**config.mk**
```make
export PLATFORM = sky130hd
export DESIGN_NAME = dep_sync_ctrl
export DESIGN_NICKNAME = d
export VERILOG_FILES = /design/src/rtl/dep_sync_ctrl.sv
export SDC_FILE = /design/constraint.sdc
export NUM_CORES = 1
export LEC_CHECK = 0
export CAP_MARGIN = 20
export CORE_UTILIZATION = 41
export DETAILED_ROUTE_END_ITERATION = 12
export MAX_ROUTING_LAYER = met4
export PLACE_DENSITY = 0.86
export REMOVE_ABC_BUFFERS = 1
export SLEW_MARGIN = 20
export SYNTH_ARGS = -nofsm -noshare
export SYNTH_HDL_FRONTEND = slang
export SYNTH_SLANG_ARGS = --single-unit
```
**constraint.sdc**
```tcl
create_clock -name clk -period 4.12 [get_ports clk]
set_clock_uncertainty 0.2 [all_clocks]
set_input_delay 0.618 -clock clk [delete_from_list [all_inputs] [get_ports clk]]
set_output_delay 0.618 -clock clk [all_outputs]
set_load 0.03 [all_outputs]
```
**src/rtl/dep_sync_ctrl.sv**
```systemverilog
// Engine-side dependency synchronizer: holds each instruction until its
// P/V dependency counters are positive, then issues, executes and releases.
module dep_sync_ctrl #(
    parameter int INST_W  = 64,
    parameter int DEP_W   = 32,
    parameter int STALL_W = 32
) (
    input  logic               clk,
    input  logic               reset,
    input  logic               inst_valid,
    output logic               inst_ready,
    input  logic [INST_W-1:0]  inst_payload,
    input  logic               inst_wait_prev,
    input  logic               inst_wait_next,
    input  logic               inst_release_prev,
    input  logic               inst_release_next,
    input  logic [DEP_W-1:0]   prev_dep_cnt,
    input  logic [DEP_W-1:0]   next_dep_cnt,
    output logic               exec_start,
    output logic [INST_W-1:0]  exec_payload,
    input  logic               exec_done,
    output logic               ok,
    output logic               wait_prev_o,
    output logic               wait_next_o,
    output logic               state_done,
    output logic               release_prev_o,
    output logic               release_next_o,
    output logic               busy,
    output logic [STALL_W-1:0] stall_cycles
);

    typedef enum logic [2:0] {
        S_IDLE,
        S_WAIT,
        S_ISSUE,
        S_EXEC,
        S_DONE
    } state_t;

    state_t             r_state;
    state_t             w_next;
    logic               r_ready;
    logic               r_busy;
    logic               r_ok;
    logic               r_start;
    logic               r_done;
    logic               r_wait_prev;
    logic               r_wait_next;
    logic               r_rel_prev;
    logic               r_rel_next;
    logic [INST_W-1:0]  r_payload;
    logic [STALL_W-1:0] r_stall;
    logic               w_accept;
    logic               w_prev_pos;
    logic               w_next_pos;
    logic               w_sat;

    // Strictly positive in two's complement: sign clear and non-zero.
    assign w_prev_pos = !prev_dep_cnt[DEP_W-1] && (|prev_dep_cnt);
    assign w_next_pos = !next_dep_cnt[DEP_W-1] && (|next_dep_cnt);
    assign w_sat      = (!r_wait_prev || w_prev_pos) &&
                        (!r_wait_next || w_next_pos);
    assign w_accept   = inst_valid && r_ready;

    always_comb begin
        w_next = r_state;
        unique case (r_state)
            S_IDLE:  if (w_accept) w_next = S_WAIT;
            S_WAIT:  if (w_sat) w_next = S_ISSUE;
            S_ISSUE: w_next = S_EXEC;
            S_EXEC:  if (exec_done) w_next = S_DONE;
            S_DONE:  w_next = S_IDLE;
            default: w_next = S_IDLE;
        endcase
    end

    always_ff @(posedge clk) begin
        if (reset) begin
            r_state     <= S_IDLE;
            r_ready     <= 1'b1;
            r_busy      <= 1'b0;
            r_ok        <= 1'b0;
            r_start     <= 1'b0;
            r_done      <= 1'b0;
            r_wait_prev <= 1'b0;
            r_wait_next <= 1'b0;
            r_rel_prev  <= 1'b0;
            r_rel_next  <= 1'b0;
            r_payload   <= '0;
            r_stall     <= '0;
        end else begin
            r_state <= w_next;
            r_ready <= (w_next == S_IDLE);
            r_busy  <= (w_next != S_IDLE);
            r_ok    <= (w_next == S_ISSUE);
            r_start <= (w_next == S_ISSUE);
            r_done  <= (w_next == S_DONE);
            if (w_accept) begin
                r_wait_prev <= inst_wait_prev;
                r_wait_next <= inst_wait_next;
                r_rel_prev  <= inst_release_prev;
                r_rel_next  <= inst_release_next;
                r_payload   <= inst_payload;
            end else if (w_next == S_IDLE) begin
                r_wait_prev <= 1'b0;
                r_wait_next <= 1'b0;
                r_rel_prev  <= 1'b0;
                r_rel_next  <= 1'b0;
                r_payload   <= '0;
            end
            // Only blocked WAIT cycles count; the counter saturates.
            if (r_state == S_WAIT && !w_sat && r_stall != '1)
                r_stall <= r_stall + 1'b1;
        end
    end

    assign inst_ready     = r_ready;
    assign busy           = r_busy;
    assign ok             = r_ok;
    assign exec_start     = r_start;
    assign state_done     = r_done;
    assign wait_prev_o    = r_wait_prev;
    assign wait_next_o    = r_wait_next;
    assign release_prev_o = r_rel_prev;
    assign release_next_o = r_rel_next;
    assign exec_payload   = r_payload;
    assign stall_cycles   = r_stall;

endmodule

```
==> out/metrics.yaml, run 1 <==
synth_compound_area_share_pct: 24.3
die_x_um: 103
post_drt_wl_per_cell_um: 17.7
grt_usage_pct: 26.4
cts_made_buffers: 9
maxSlewViolCount: 0
fmax_mhz: 327
antennaDiodeCount: 0
end_kind: "flip-flop"
setup_slack_ns: 1.06
drive_above_1_share_pct: 6.67
p_per_area_nw_per_um2: 326
cts_root_buf: "clkbuf_8"
synth_largest_area_cell: "dfxtp_1"
num_vias: 4224
grt_max_degree: 57
htreeDepth: 3
clk_path_buf_depth: 2
async_flop_share_pct: 0
core_area_sq_um: 9860
r2r-start: "stall_cycles[0]"
hold_buffers: 0
synth_top_family_by_area: "compound AO/OA/AOI/OAI gates"
ys.flop_type: "dfxtp_1"
synth_edf_count: 0
crit_fanout: 30
crit_arrival_ns: 3.09
synthesis.area_sq_um: 4200
path_clk_slew_ns: 0.10
syn_area_per_cell_sq_um: 10.5
cp-start-kind: "flip-flop"
synthAdderAreaFrac_pct: 0.298
tightest_slew_ns: 0.805
grt_pass1_wl_um: 20900
synth_area_leaders: "dfxtp_1 51%, a22o_1 14%, o31ai_1 4.5%"
portBuffers: 240
finalSetupViolations: 0
status: "complete, no violations"
slew-limit-headroom_pct: 46.3
initial_utilization_pct: 42.5
final_hold_viol_count: 0
via_per_inst: 5.54
finalCriticalPeriod_ns: 3.06
syn_to_final_growth_pct: 63.1
gp_congestion: 0.906
worstSetupPathType: "reg -> reg"
synth-simple-area-share_pct: 19.2
leakagePower_uw: 0.00238
finalCritPeriodShare_pct: 74.2
tns_ns: 0
cts_tree: "yes"
cts.sinks: 107
required_ns: 4.15
drcViolationCount: 0
hp-class: "reg -> reg"
maxCapViolations: 0
grt_pass1_vias: 4219
dp_slack_ns: 0.702
cts_setup_buffers: 0
antenna_found_initial: 0
yosys.cell_types.count: 51
utilization_pct: 69.4
synth_xor_area_share_pct: 0
syn_inst: 401
ir_drop_mv: 0.248
grt.overflow.total: 0
r2r-end: "stall_cycles[1]"
post-synth-top-count-cell: "dfxtp_1"
first_iter_violations: 153
dr.pass1.iters: 4
muxShareOfSynthArea_pct: 0.895
clock_latency_ns: 0.36
yosysWarnings: 0
dpl.hpwl_um: 10100
finalNetCount: 763
rsz0062_at_grt: "false"
synthTopCellsByCount: "107 x dfxtp_1, 68 x a22o_1, 30 x a21oi_1"
crit_start: "stall_cycles[0]"
critPathCapture: "stall_cycles[1]"
power.total_uw: 2230
yosysTopAreaCellShare_pct: 51.1
die_area_sq_um: 10600
drt_wl_total_um: 13500
die_h_um: 103
synth-seq-cells: 107
num-fill-cells: 723
drtAntennaViolNets: 0
num_rows: 36
ios: 241
r2r_slack_ns: 1.06
ys_seq_area_share_pct: 51.1
rr_worst_depth: 8
cts_resized: 0
==> how the worst min path moves through the flow <==
stage / from / endpoint / slack [ns] / cells past startpoint
finish: exec_payload[2] / exec_payload[2] / 0.29 / 1
global route: exec_payload[26] / exec_payload[26] / 0.30 / 1
CTS: exec_payload[43] / exec_payload[43] / 0.29 / 1
detailed placement: exec_payload[43] / exec_payload[43] / 0.25 / 1
global placement: exec_payload[7] / exec_payload[7] / 0.26 / 1
floorplan: r_state[1] / r_state[1] / 0.27 / 2
==> per-stage QoR <==
stage                     cell area (sq um)  instances  hold WS, ns
after floorplan                        4030        370        0.270
after global placement                 6670        748        0.256
after detailed placement               6670        748        0.254
after CTS                              6840        763        0.287
after global routing                   6840        763        0.299
final                                  6840        763        0.286
==> registers in the layout, summed over array words and instances, names as in the netlist <==
register        cells
busy                1
exec_payload       64
exec_start          1
inst_ready          1
r_state             3
release_next_o      1
release_prev_o      1
stall_cycles       32
state_done          1
wait_next_o         1
wait_prev_o         1
==> metal layers <==
layer | global-route usage (%) | wire length, um | up-vias
li1 | - | - | 2035
met1 | 30.6 | 5460 | 1984
met2 | 42.9 | 6670 | 179
met3 | 8.54 | 1090 | 26
met4 | 9.32 | 291 | 0
met5 | - | 0 | -
==> power by group <==
part	total, uW	internal [uW]	leakage [uW]	switching (uW)
Sequential	1140	1100	0.000872	40.3
Combinational	511	263	0.00142	248
Clock	584	224	0.0000834	360
Total	2230	1580	0.00238	649
==> critical path, cell delays in order, from the launching register on <==
cell and delay (ns):
dfxtp_1 0.47, ha_1 0.27, nand2_1 0.13, nor4_4 0.53, nand4_4 0.22, nor2_4 0.51, buf_4 0.37, or3b_2 0.17
a21oi_1 0.05
==> cell usage in the layout, fill, tap and decap left out, types with 4 or more instances in the layout <==
master / count
and3_1: 7
a21oi_1: 29
nand4_1: 10
nor4_1: 18
buf_4: 4
or4_1: 24
nand3_1: 16
clkdlybuf4s50_1: 240
nor2_1: 6
clkbuf_8: 9
a22o_1: 68
o31ai_1: 25
nand2_1: 13
dfxtp_1: 107
==> cells by family after synthesis <==
family	count (synthesis)
AOI/OAI and AO/OA	133
adders and majority gates	1
buffers and inverters	34
DFF	107
muxes	3
and+or+nand+nor	123
==> cell type report <==
class	count	area (sq um)	share of cell area [%]
well taps	133	166	2.43
flip-flops and latches	107	2140	31.3
inverters	3	11.3	0.165
repair buffers	245	2450	35.8
multi-input cells	260	1890	27.7
clock inverters	6	52.6	0.768
clock buffers	9	124	1.81
No activity file was read; power rests on OpenSTA's default activity.
==> inputs of run 2 (changes only) <==
CORE_UTILIZATION = 34   (was 41)
PLACE_DENSITY = 0.76   (was 0.86)
clock period = 2.8 ns   (was 4.12 ns; I/O delays follow)
==> out/metrics.yaml, run 2 (synthesized netlist as in run 1, its figures left out) <==
worstSetupPathType: "in -> reg"
cts_setup_buffers: 0
num-fill-cells: 1023
power.total_uw: 3740
grt_usage_pct: 21.7
tightest_slew_ns: 0.452
die_h_um: 113
cts_made_buffers: 9
whs_ns: 0.280
drt_wl_total_um: 13400
seqPwrFrac_pct: 44.6
largest_register_ffs: 64
ios: 241
slew-limit-headroom_pct: 69.8
syn_to_final_growth_pct: 69.9
clock_latency_ns: 0.34
switching_share_pct: 27.1
grt_max_degree: 57
p_switching_uw: 1010
intPower_uw: 2730
seq_area_sq_um: 2140
via_per_inst: 5.33
finalCritPeriodShare_pct: 92.7
post_drt_wl_per_cell_um: 16.9
gp_congestion: 0.944
num_rows: 40
comb_power_share_pct: 20.6
die_x_um: 113
drtAntennaViolNets: 0
drcViolationCount: 0
finalCriticalPeriod_ns: 2.60
cts_tree: "yes"
status: "complete, no violations"
num_vias: 4212
htreeDepth: 3
antennaDiodeCount: 0
dr.pass1.iters: 6
end_kind: "flip-flop"
cts_resized: 0
clkPwrFrac_pct: 34.8
maxSlewViolCount: 0
first_iter_violations: 257
crit_arrival_ns: 2.66
utilization_pct: 59.4
leakagePower_uw: 0.00252
cts.sinks: 107
fmax_mhz: 385
rsz0062_at_grt: "false"
crit_fanout: 55
final_common_cell: "clkdlybuf4s50_1"
maxCapViolations: 0
layout_common_cells: "240 x clkdlybuf4s50_1, 107 x dfxtp_1, 68 x a22o_1, 29 x a21oi_1, 25 x o31ai_1"
hp-class: "reg -> reg"
p_per_area_nw_per_um2: 525
ir_drop_mv: 0.275
clk_path_buf_depth: 2
grt_pass1_wl_um: 21400
required_ns: 2.86
die_area_sq_um: 12800
initial_utilization_pct: 34.9
antenna_found_initial: 0
multi_input_area_sq_um: 1900
finalSetupViolations: 0
portBuffers: 240
hold_buffers: 0
dpl.hpwl_um: 10000
final_hold_viol_count: 0
grt_pass1_vias: 4358
cts_root_buf: "clkbuf_16"
drive_above_1_share_pct: 8.40
path_clk_slew_ns: 0.07
finalNetCount: 775
core_area_sq_um: 12000
grt.overflow.total: 0
cp-start-kind: "input port"
run 2: cell types whose count changed in the layout (fill, tap and decap cells not counted):
cell | before | now
bufinv_16 | 0 | 1
clkbuf_8 | 9 | 0
buf_12 | 1 | 4
a32oi_2 | 1 | 0
inv_8 | 1 | 2
clkbuf_16 | 0 | 9
clkbuf_1 | 0 | 1
clkinvlp_4 | 2 | 0
buf_4 | 4 | 13
a32oi_4 | 0 | 1
clkinv_4 | 3 | 1
inv_6 | 0 | 2
run 2: cell type report:
class                           instances  share of cell area (%)
Tap cell                              147                    2.58
Clock inverter                          6                    1.11
Multi-Input combinational cell        260                    26.7
Clock buffer                           10                    3.21
Inverter                                3                   0.158
Sequential cell                       107                    30.0
Timing Repair Buffer                  257                    36.2
run 2: critical path: stages:
cell	delay, ns
clkdlybuf4s50_1	0.40
nor4_1	0.34
nand4_1	0.14
o21bai_1	0.20
buf_4	0.15
a32oi_4	0.06
buf_12	0.21
or4_1	0.53
a21oi_1	0.19
run 2: power groups by stage:
stage,Clock [uW],Sequential (uW),Combinational (uW)
detailed placement,0,1700,772
finish,1300,1670,771
global placement,0,1700,763
CTS,1330,1670,775
floorplan,0,1860,152
global route,1400,1680,812
run 2: final timing paths:
path / slack [ns] / to / from / depth (start not counted)
max: 0.20 / stall_cycles[20] / prev_dep_cnt[24] / 9
min: 0.28 / exec_payload[2] / exec_payload[2] / 1
max reg2reg: 0.31 / stall_cycles[4] / stall_cycles[0] / 8
min reg2reg: 0.28 / exec_payload[2] / exec_payload[2] / 1
run 2: metal layers:
layer | global-route usage, % | wire (um) | share of wire, % | up-vias
li1 | - | - | - | 2064
met1 | 25.4 | 5720 | 43 | 1983
met2 | 36.1 | 6520 | 49 | 145
met3 | 6.11 | 863 | 6.5 | 20
met4 | 7.02 | 244 | 1.8 | 0
met5 | - | 0 | 0 | -
run 2: stage by stage:
stage	setup WS [ns]	std cells	cell area, sq um	setup TNS [ns]
after floorplan	-1.16	370	4030	-79.06
after detailed placement	-0.134	774	6820	-2.07
after global routing	0.0921	790	7130	0
final	0.203	790	7130	0
after global placement	-0.0716	774	6820	-1.57
after CTS	0.212	790	7130	0
